`config.mk`:
```
export PLATFORM = sky130hd
export DESIGN_NAME = dmem_port_scheduler
export DESIGN_NICKNAME = d
export VERILOG_FILES = /design/src/rtl/dmem_port_scheduler.sv
export SDC_FILE = /design/constraint.sdc
export NUM_CORES = 1
export LEC_CHECK = 0
export ABC_AREA = 1
export BUFFER_PORTS_ARGS = -buffer_cell sky130_fd_sc_hd__buf_2
export CORE_MARGIN = 2
export CORE_UTILIZATION = 35
export CTS_CLUSTER_DIAMETER = 30
export DETAILED_ROUTE_END_ITERATION = 8
export PLACE_DENSITY = 0.7
export SYNTH_ARGS = -nofsm -noshare
export SYNTH_HDL_FRONTEND = slang
export SYNTH_SLANG_ARGS = --single-unit
```
`constraint.sdc`:
```
create_clock -name clk -period 1.19 [get_ports clk]
set_input_delay 0.0595 -clock clk [delete_from_list [all_inputs] [get_ports clk]]
set_output_delay 0.0595 -clock clk [all_outputs]
set_load 0.01 [all_outputs]
```
`src/rtl/dmem_port_scheduler.sv`:
```
// Data RAM port scheduler: UART programmer owns the RAM in PROG, CPU and aux share it round-robin in RUN.
// Read data returns two cycles after grant; in-flight reads are drained before handing the RAM back to the programmer.
module dmem_port_scheduler #(
  parameter int ADDR_W = 14,
  parameter int DATA_W = 32
) (
  input  logic              clk,
  input  logic              rst_n_i,
  input  logic              upg_rst_i,
  input  logic              upg_done_i,
  input  logic              upg_wen_i,
  input  logic [ADDR_W-1:0] upg_addr_i,
  input  logic [DATA_W-1:0] upg_data_i,
  input  logic              cpu_req_i,
  input  logic              cpu_we_i,
  input  logic [ADDR_W-1:0] cpu_addr_i,
  input  logic [DATA_W-1:0] cpu_wdata_i,
  output logic              cpu_gnt_o,
  output logic              cpu_rvalid_o,
  input  logic              aux_req_i,
  input  logic              aux_we_i,
  input  logic [ADDR_W-1:0] aux_addr_i,
  input  logic [DATA_W-1:0] aux_wdata_i,
  output logic              aux_gnt_o,
  output logic              aux_rvalid_o,
  output logic [DATA_W-1:0] rdata_o,
  output logic              ram_we_o,
  output logic [ADDR_W-1:0] ram_addr_o,
  output logic [DATA_W-1:0] ram_wdata_o,
  input  logic [DATA_W-1:0] ram_rdata_i,
  output logic              mode_run_o
);

  typedef enum logic [1:0] {PROG, RUN, DRAIN} state_t;

  state_t              state, state_nxt;
  logic                kick;
  logic                rr_last_aux;
  logic                t1_vld, t1_aux;
  logic                pipe_empty;
  logic                buf_vld;
  logic [ADDR_W-1:0]   buf_addr;
  logic [DATA_W-1:0]   buf_data;
  logic                upg_issue_ok;
  logic                cmd_vld, cmd_we;
  logic [ADDR_W-1:0]   cmd_addr;
  logic [DATA_W-1:0]   cmd_wdata;
  logic                buf_set, buf_clr;

  assign kick       = upg_rst_i | upg_done_i;
  assign pipe_empty = !t1_vld && !cpu_rvalid_o && !aux_rvalid_o;

  always_comb begin
    state_nxt = state;
    cpu_gnt_o = 1'b0;
    aux_gnt_o = 1'b0;
    case (state)
      PROG: begin
        if (kick) state_nxt = RUN;
      end
      RUN: begin
        if (!kick) begin
          state_nxt = DRAIN;
        end else if (cpu_req_i && aux_req_i) begin
          // Conflict: whoever was not granted last goes first.
          cpu_gnt_o = rr_last_aux;
          aux_gnt_o = !rr_last_aux;
        end else begin
          cpu_gnt_o = cpu_req_i;
          aux_gnt_o = aux_req_i;
        end
      end
      DRAIN: begin
        if (pipe_empty) state_nxt = PROG;
      end
      default: state_nxt = PROG;
    endcase
  end

  // The edge leaving DRAIN already counts as PROG so a buffered write lands in the first PROG cycle.
  assign upg_issue_ok = (state == PROG) || (state == DRAIN && state_nxt == PROG);

  always_comb begin
    cmd_vld   = 1'b0;
    cmd_we    = 1'b0;
    cmd_addr  = ram_addr_o;
    cmd_wdata = ram_wdata_o;
    buf_set   = 1'b0;
    buf_clr   = 1'b0;
    if (cpu_gnt_o) begin
      cmd_vld   = 1'b1;
      cmd_we    = cpu_we_i;
      cmd_addr  = cpu_addr_i;
      cmd_wdata = cpu_wdata_i;
    end else if (aux_gnt_o) begin
      cmd_vld   = 1'b1;
      cmd_we    = aux_we_i;
      cmd_addr  = aux_addr_i;
      cmd_wdata = aux_wdata_i;
    end else if (upg_issue_ok) begin
      if (buf_vld) begin
        cmd_vld   = 1'b1;
        cmd_we    = 1'b1;
        cmd_addr  = buf_addr;
        cmd_wdata = buf_data;
        buf_set   = upg_wen_i;
        buf_clr   = !upg_wen_i;
      end else if (upg_wen_i) begin
        cmd_vld   = 1'b1;
        cmd_we    = 1'b1;
        cmd_addr  = upg_addr_i;
        cmd_wdata = upg_data_i;
      end
    end else if (state == DRAIN && upg_wen_i) begin
      buf_set = 1'b1;
    end
  end

  always_ff @(posedge clk) begin
    if (!rst_n_i) begin
      state        <= PROG;
      mode_run_o   <= 1'b0;
      rr_last_aux  <= 1'b1;
      ram_we_o     <= 1'b0;
      ram_addr_o   <= '0;
      ram_wdata_o  <= '0;
      t1_vld       <= 1'b0;
      t1_aux       <= 1'b0;
      cpu_rvalid_o <= 1'b0;
      aux_rvalid_o <= 1'b0;
      rdata_o      <= '0;
      buf_vld      <= 1'b0;
      buf_addr     <= '0;
      buf_data     <= '0;
    end else begin
      state      <= state_nxt;
      mode_run_o <= (state_nxt == RUN);
      ram_we_o   <= cmd_vld & cmd_we;
      if (cmd_vld) begin
        ram_addr_o  <= cmd_addr;
        ram_wdata_o <= cmd_wdata;
      end
      if (cpu_gnt_o || aux_gnt_o) rr_last_aux <= aux_gnt_o;
      t1_vld       <= (cpu_gnt_o && !cpu_we_i) || (aux_gnt_o && !aux_we_i);
      t1_aux       <= aux_gnt_o;
      cpu_rvalid_o <= t1_vld && !t1_aux;
      aux_rvalid_o <= t1_vld && t1_aux;
      if (t1_vld) rdata_o <= ram_rdata_i;
      if (buf_set) begin
        buf_vld  <= 1'b1;
        buf_addr <= upg_addr_i;
        buf_data <= upg_data_i;
      end else if (buf_clr) begin
        buf_vld <= 1'b0;
      end
    end
  end

endmodule

```
==> results.json, run 1 <==
{
  "outcome": "finished with violations",
  "failed_checks": "negative setup slack",
  "core.rowCount": 52,
  "numCtsBuffers": 17,
  "r2r_slack_ns": -0.39,
  "min_to": "ram_wdata_o[7]",
  "static-leakage-power_nw": 6.345,
  "area_growth_pct": 79.44,
  "cts_sinks": 134,
  "synthFlopType": "dfxtp_1",
  "slowest_stage": "dfxtp_2",
  "timing.final.ws_setup_ns": -0.3868,
  "synth_seq_cells": 134,
  "syn_inst": 1182,
  "cellPowerDensity_nw_per_um2": 1061,
  "grt-ovfl-total": 0,
  "yosys_warnings": 0,
  "drc": 0,
  "cap_violations": 0,
  "seq_area_frac_synth_pct": 37.33,
  "grt_max_degree": 41,
  "critPathLaunchType": "register",
  "cp_cell_sequence": "buf_6, a21oi_4, buf_6, nand3_4, nand3_4, buf_4, buf_8, nand2_1, nor2_1, nor2_1",
  "die-area_um2": 21700,
  "max_freq_mhz": 634.2,
  "multi_input_area_um2": 4468,
  "rr_worst_depth": 10,
  "rsz0062_at_grt": "yes",
  "finalCritPeriodShare_pct": 132.5,
  "slew-limit-headroom_pct": 62.38,
  "timing.rr.end": "ram_addr_o[12]",
  "end_kind": "register",
  "syn_area_um2": 7187,
  "setup_viol": 99,
  "drtIter0Drc": 588,
  "stdcell_area_um2": 12900,
  "grt_pass1_vias": 8944,
  "wl_per_cell_um": 16.25,
  "hold_violations": 0,
  "nNetsFinal": 1790,
  "postSynthAreaPerCell_um2": 6.080,
  "final_common_cell": "nand2_1",
  "drv_slew": 0,
  "track_usage_pct": 24.56,
  "dieWidth_um": 147.3,
  "fin_total_pwr_mw": 13.68,
  "floorplan.initialDensity_pct": 35.63,
  "cp_data_required_time_ns": 1.50,
  "clockBufferDepth": 2,
  "vias": 9569,
  "seq_area_um2": 2691,
  "ir_drop_v": 0.0009893,
  "period_needed_ns": 1.577,
  "nFillCells": 1615,
  "critPathMaxStageDelay_ns": 0.33,
  "worstPathArrival_ns": 1.89,
  "cts.htree.levels": 4,
  "num_io_pins": 263,
  "rr_startpoint": "rr_last_aux",
  "fp.coreArea_um2": 20170,
  "postRouteAntennaNets": 0,
  "path_max_fanout": 6,
  "cts.clk_slew.worst_paths_ns": 0.06,
  "drt-total-wl_um": 30790,
  "globalplace.congestion": 0.8602,
  "vias_per_cell": 5.050,
  "worst_slew_pin_slew_ns": 0.5644,
  "layout-drive-gt1-share_pct": 37.13,
  "cp_top_family": "buffers and inverters",
  "clockRootBuffer": "clkbuf_16",
  "antenna_found_initial": 1,
  "grt_pass1_wl_um": 43150,
  "critPathKind": "register to register",
  "finClkSkew_ns": 0.009710,
  "hold_path.class": "input pin to register",
  "final_cell_mix": "nand2_1 (262), buf_2 (260), nor2_1 (216), dfxtp_1 (129), dlygate4sd3_1 (126)",
  "place_area_um2": 9050,
  "crit_buf_inv": 4,
  "hold_start": "cpu_wdata_i[7]",
  "async_flop_share_pct": 0,
  "tritoncts": "built",
  "clk_latency_ns": 0.42,
  "hpwlAfterDp_um": 16070,
  "firstDrtPassIters": 5,
  "hold-path-cell-count": 5,
  "die_height_um": 147.3,
  "synthesis.nets": 1361,
  "ys_types": 24,
  "synth_edf_count": 0,
  "portBuffers": 262
}
==> state kept, by name (all words and copies together), names as in the netlist <==
register      count
buf_data         32
ram_wdata_o      32
ram_addr_o       14
state             2
t1_vld            1
cpu_rvalid_o      1
buf_addr         14
mode_run_o        1
t1_aux            1
rdata_o          32
buf_vld           1
aux_rvalid_o      1
rr_last_aux       1
ram_we_o          1
==> worst reg2reg max path, stage by stage (launching register included) <==
cell and delay [ns]:
dfxtp_2 0.33, buf_6 0.12, a21oi_4 0.15, buf_6 0.13, nand3_4 0.08, nand3_4 0.18, buf_4 0.15, buf_8 0.13
nand2_1 0.06, nor2_1 0.10, nor2_1 0.05
==> cells by family after synthesis <==
logic type	count (synthesis)	synth area share, %
AND/OR/NAND/NOR	717	41.75
buffers and inverters	214	12.66
flip-flops	134	37.33
AO/OA/AOI/OAI	117	8.270
==> worst max-delay path by stage <==
| stage | to | slack [ns] | from | cells past startpoint |
|---|---|---|---|---|
| floorplan | ram_wdata_o[24] | -0.07 | state[0] | 9 |
| global placement | ram_addr_o[8] | -0.28 | t1_vld | 9 |
| detailed placement | ram_wdata_o[2] | -0.28 | state[0] | 8 |
| CTS | buf_addr[9] | -0.32 | t1_vld | 9 |
| global route | ram_addr_o[12] | -0.46 | rr_last_aux | 10 |
| finish | ram_addr_o[12] | -0.39 | rr_last_aux | 10 |
==> final cells by class <==
cell class | instances | area share, %
Inverter | 122 | 3.570
Tap cell | 270 | 2.620
Sequential cell | 134 | 20.87
Timing Repair Buffer | 502 | 33.73
Clock inverter | 15 | 1.242
Antenna cell | 1 | 0.01940
Clock buffer | 17 | 3.299
Multi-Input combinational cell | 834 | 34.65
==> per-stage QoR <==
| step | hold WS [ns] | util [%] | std cells | TNS [ns] | setup WS (ns) |
|---|---|---|---|---|---|
| 3_3_place_gp | 0.2793 | 44.87 | 1678 | -17.50 | -0.2800 |
| 5_1_grt | 0.01050 | 63.94 | 1895 | -30.57 | -0.4580 |
| 2_1_floorplan | 0.1944 | - | 1182 | -2.918 | -0.07350 |
| 4_1_cts | 0.001197 | 58.88 | 1877 | -24.88 | -0.3165 |
| 3_5_place_dp | 0.2878 | 44.87 | 1678 | -18.63 | -0.2803 |
| 6_report | 0.01239 | 63.94 | 1895 | -24.07 | -0.3868 |
==> synth_stat cells (2+ instances only) <==
master	n	area share (%)
nand2_1	327	17
nor2_1	254	13
dfxtp_1	134	37
inv_1	115	6.0
nand4_1	92	8.0
o21ai_0	66	4.6
a21oi_1	48	3.3
buf_2	43	3.0
clkbuf_1	34	1.8
nand3_1	34	2.4
buf_4	8	0.84
inv_2	6	0.31
buf_1	4	0.21
and3_1	3	0.26
buf_6	3	0.47
nand3_2	2	0.28
or2_1	2	0.17
==> power breakdown <==
group	switching [mW]	leakage [nW]	internal, mW	total [mW]
logic	1.81	4.97	1.65	3.46
registers	0.125	1.10	4.73	4.85
clock network	2.39	0.284	2.98	5.37
total	4.32	6.35	9.36	13.7
==> metal layers <==
metal / vias to the layer above / global-route usage (%) / part of all wire (%) / wire, um
met2: 496 / 41.96 / 48 / 14690
met5: - / 0 / 0 / 0
met1: 4380 / 29.78 / 40 / 12380
met3: 108 / 4.658 / 7.3 / 2243
li1: 4585 / - / - / -
met4: 0 / 11.68 / 4.8 / 1474
==> repair_timing <==
item	CTS	global route
pin swaps	36	94
buffers inserted	30	11
hold buffers	126	0
hold endpoints to repair	125	0
gates resized for setup	128	213
gates cloned	13	19
setup endpoints to repair	101	132
(Power assumes the default switching activity.)
==> run 2: changes to the inputs <==
CELL_PAD_IN_SITES_DETAIL_PLACEMENT = 1   (was not set)
CELL_PAD_IN_SITES_GLOBAL_PLACEMENT = 1   (was not set)
CORE_UTILIZATION = 30   (was 35)
PLACE_DENSITY = not set   (was 0.7)
PLACE_DENSITY_LB_ADDON = 0.1   (was not set)
==> results.json, run 2 (same netlist as run 1, synthesis figures left out) <==
{
  "firstDrtPassIters": 5,
  "portBuffers": 262,
  "critPathLaunchType": "register",
  "die-area_um2": 25210,
  "clockRootBuffer": "clkbuf_16",
  "num_io_pins": 263,
  "clockBufferDepth": 2,
  "path_max_fanout": 16,
  "drc": 0,
  "gr-usage-met1_pct": 30.34,
  "numCtsBuffers": 17,
  "ir_drop_v": 0.0009963,
  "cts_sinks": 134,
  "worst_slew_pin_slew_ns": 0.2856,
  "nNetsFinal": 1796,
  "antenna_found_initial": 2,
  "grt_pass1_wl_um": 50970,
  "grt-ovfl-total": 0,
  "postRouteAntennaNets": 0,
  "hold_slack_ns": 0.09327,
  "core.rowCount": 56,
  "max_freq_mhz": 635.7,
  "grt_pass1_vias": 9641,
  "dieWidth_um": 158.8,
  "static-leakage-power_nw": 6.318,
  "cp_data_required_time_ns": 1.55,
  "critPathMaxStageDelay_ns": 0.36,
  "slew-limit-headroom_pct": 80.96,
  "die_height_um": 158.8,
  "finalCritPeriodShare_pct": 132.2,
  "grt_use_met3_pct": 4.154,
  "outcome": "finished with violations",
  "period_needed_ns": 1.573,
  "drtIter0Drc": 344,
  "clk_latency_ns": 0.43,
  "failed_checks": "negative setup slack",
  "critPathKind": "register to register",
  "vias": 9375,
  "fin_total_pwr_mw": 14.19,
  "final_common_cell": "nand2_1",
  "track_usage_pct": 25.06,
  "cp_cell_sequence": "a21oi_4, inv_2, nor2_4, buf_4, buf_4, buf_12, nor2_1, nor2_2, nor2_4, nor2_1",
  "setup_viol": 115,
  "place_ws_ns": -0.3025,
  "slowest_stage": "dfxtp_4",
  "finClkSkew_ns": 0.01401,
  "vias_per_cell": 4.805,
  "top_usage_layer": "met2",
  "rsz0062_at_grt": "yes",
  "floorplan.initialDensity_pct": 30.62,
  "drt-total-wl_um": 35260,
  "cap_violations": 0,
  "area_growth_pct": 78.27,
  "top_regs": "buf_data (32), ram_wdata_o (32), rdata_o (32)",
  "hold_violations": 0,
  "final_cell_mix": "nand2_1 (296), buf_2 (260), nor2_1 (197), dfxtp_1 (128), dlygate4sd3_1 (128)",
  "cts.htree.levels": 4,
  "seq_area_um2": 2698,
  "cts.clk_slew.worst_paths_ns": 0.07,
  "wl_per_cell_um": 18.07,
  "multi_input_area_um2": 4268,
  "worstPathArrival_ns": 1.94,
  "tritoncts": "built",
  "grt_max_degree": 50,
  "cellPowerDensity_nw_per_um2": 1108,
  "hpwlAfterDp_um": 19370,
  "met2_usage_pct": 45.47,
  "fp.coreArea_um2": 23470,
  "end_kind": "register",
  "layout-drive-gt1-share_pct": 34.17,
  "globalplace.congestion": 0.7550,
  "nFillCells": 2970,
  "timing.final.ws_setup_ns": -0.3830,
  "hold_path.class": "input pin to register",
  "drv_slew": 0
}
==> run 2: routing by layer <==
layer / wire [um] / share of wire (%)
met1: 14720 / 42
met2: 18050 / 51
met3: 1561 / 4.4
met4: 925 / 2.6
met5: 0 / 0
==> run 2: critical path: cells and delay by family, from the launching register on <==
family	cells	cell delay [ns]
simple gates	5	0.53
buf+inv	4	0.47
flops	1	0.36
compound gates	1	0.16
==> run 2: final cells by class <==
| cell class | count | share of cell area (%) |
|---|---|---|
| flip-flops and latches | 134 | 21.05 |
| inverters | 122 | 3.662 |
| clock inverters | 15 | 1.592 |
| clock buffers | 17 | 3.320 |
| multi-input cells | 834 | 33.31 |
| repair buffers | 508 | 33.91 |
| well taps | 319 | 3.115 |
| diodes | 2 | 0.03906 |
==> run 2: repair_timing <==
action                                  CTS  global route
cloned                                   12            11
gates resized for setup                  79           170
endpoints found under the hold margin   126             0
hold buffers                            128             0
pin swaps                                 9            55
buffers inserted                         26            21
endpoints found under the setup margin  132           131
==> run 2: metrics by stage <==
| step | std cells | instance area [um^2] | util (%) | TNS [ns] |
|---|---|---|---|---|
| 3_3_place_gp | 1725 | 9174 | 39.08 | -17.55 |
| 6_report | 1951 | 12810 | 54.58 | -30.09 |
| 3_5_place_dp | 1725 | 9174 | 39.08 | -19.57 |
| 2_1_floorplan | 1182 | 7272 | - | -2.918 |
| 4_1_cts | 1921 | 11860 | 50.54 | -26.32 |
| 5_1_grt | 1951 | 12810 | 54.58 | -39.79 |
==> run 2: report_power, final <==
part	internal (mW)	leakage (nW)	switching, mW
clock	3.40	0.308	2.41
combinational	1.67	4.91	1.85
sequential	4.73	1.10	0.135
==> run 2: worst paths after layout <==
check / startpoint / to / slack, ns / cells past startpoint
worst max register to register: rr_last_aux / ram_wdata_o[25] / -0.38 / 10
worst max-delay path: rr_last_aux / ram_wdata_o[25] / -0.38 / 10
worst min-delay path: aux_wdata_i[22] / ram_wdata_o[22] / 0.09 / 7
worst min register to register: buf_data[3] / buf_data[3] / 0.46 / 2
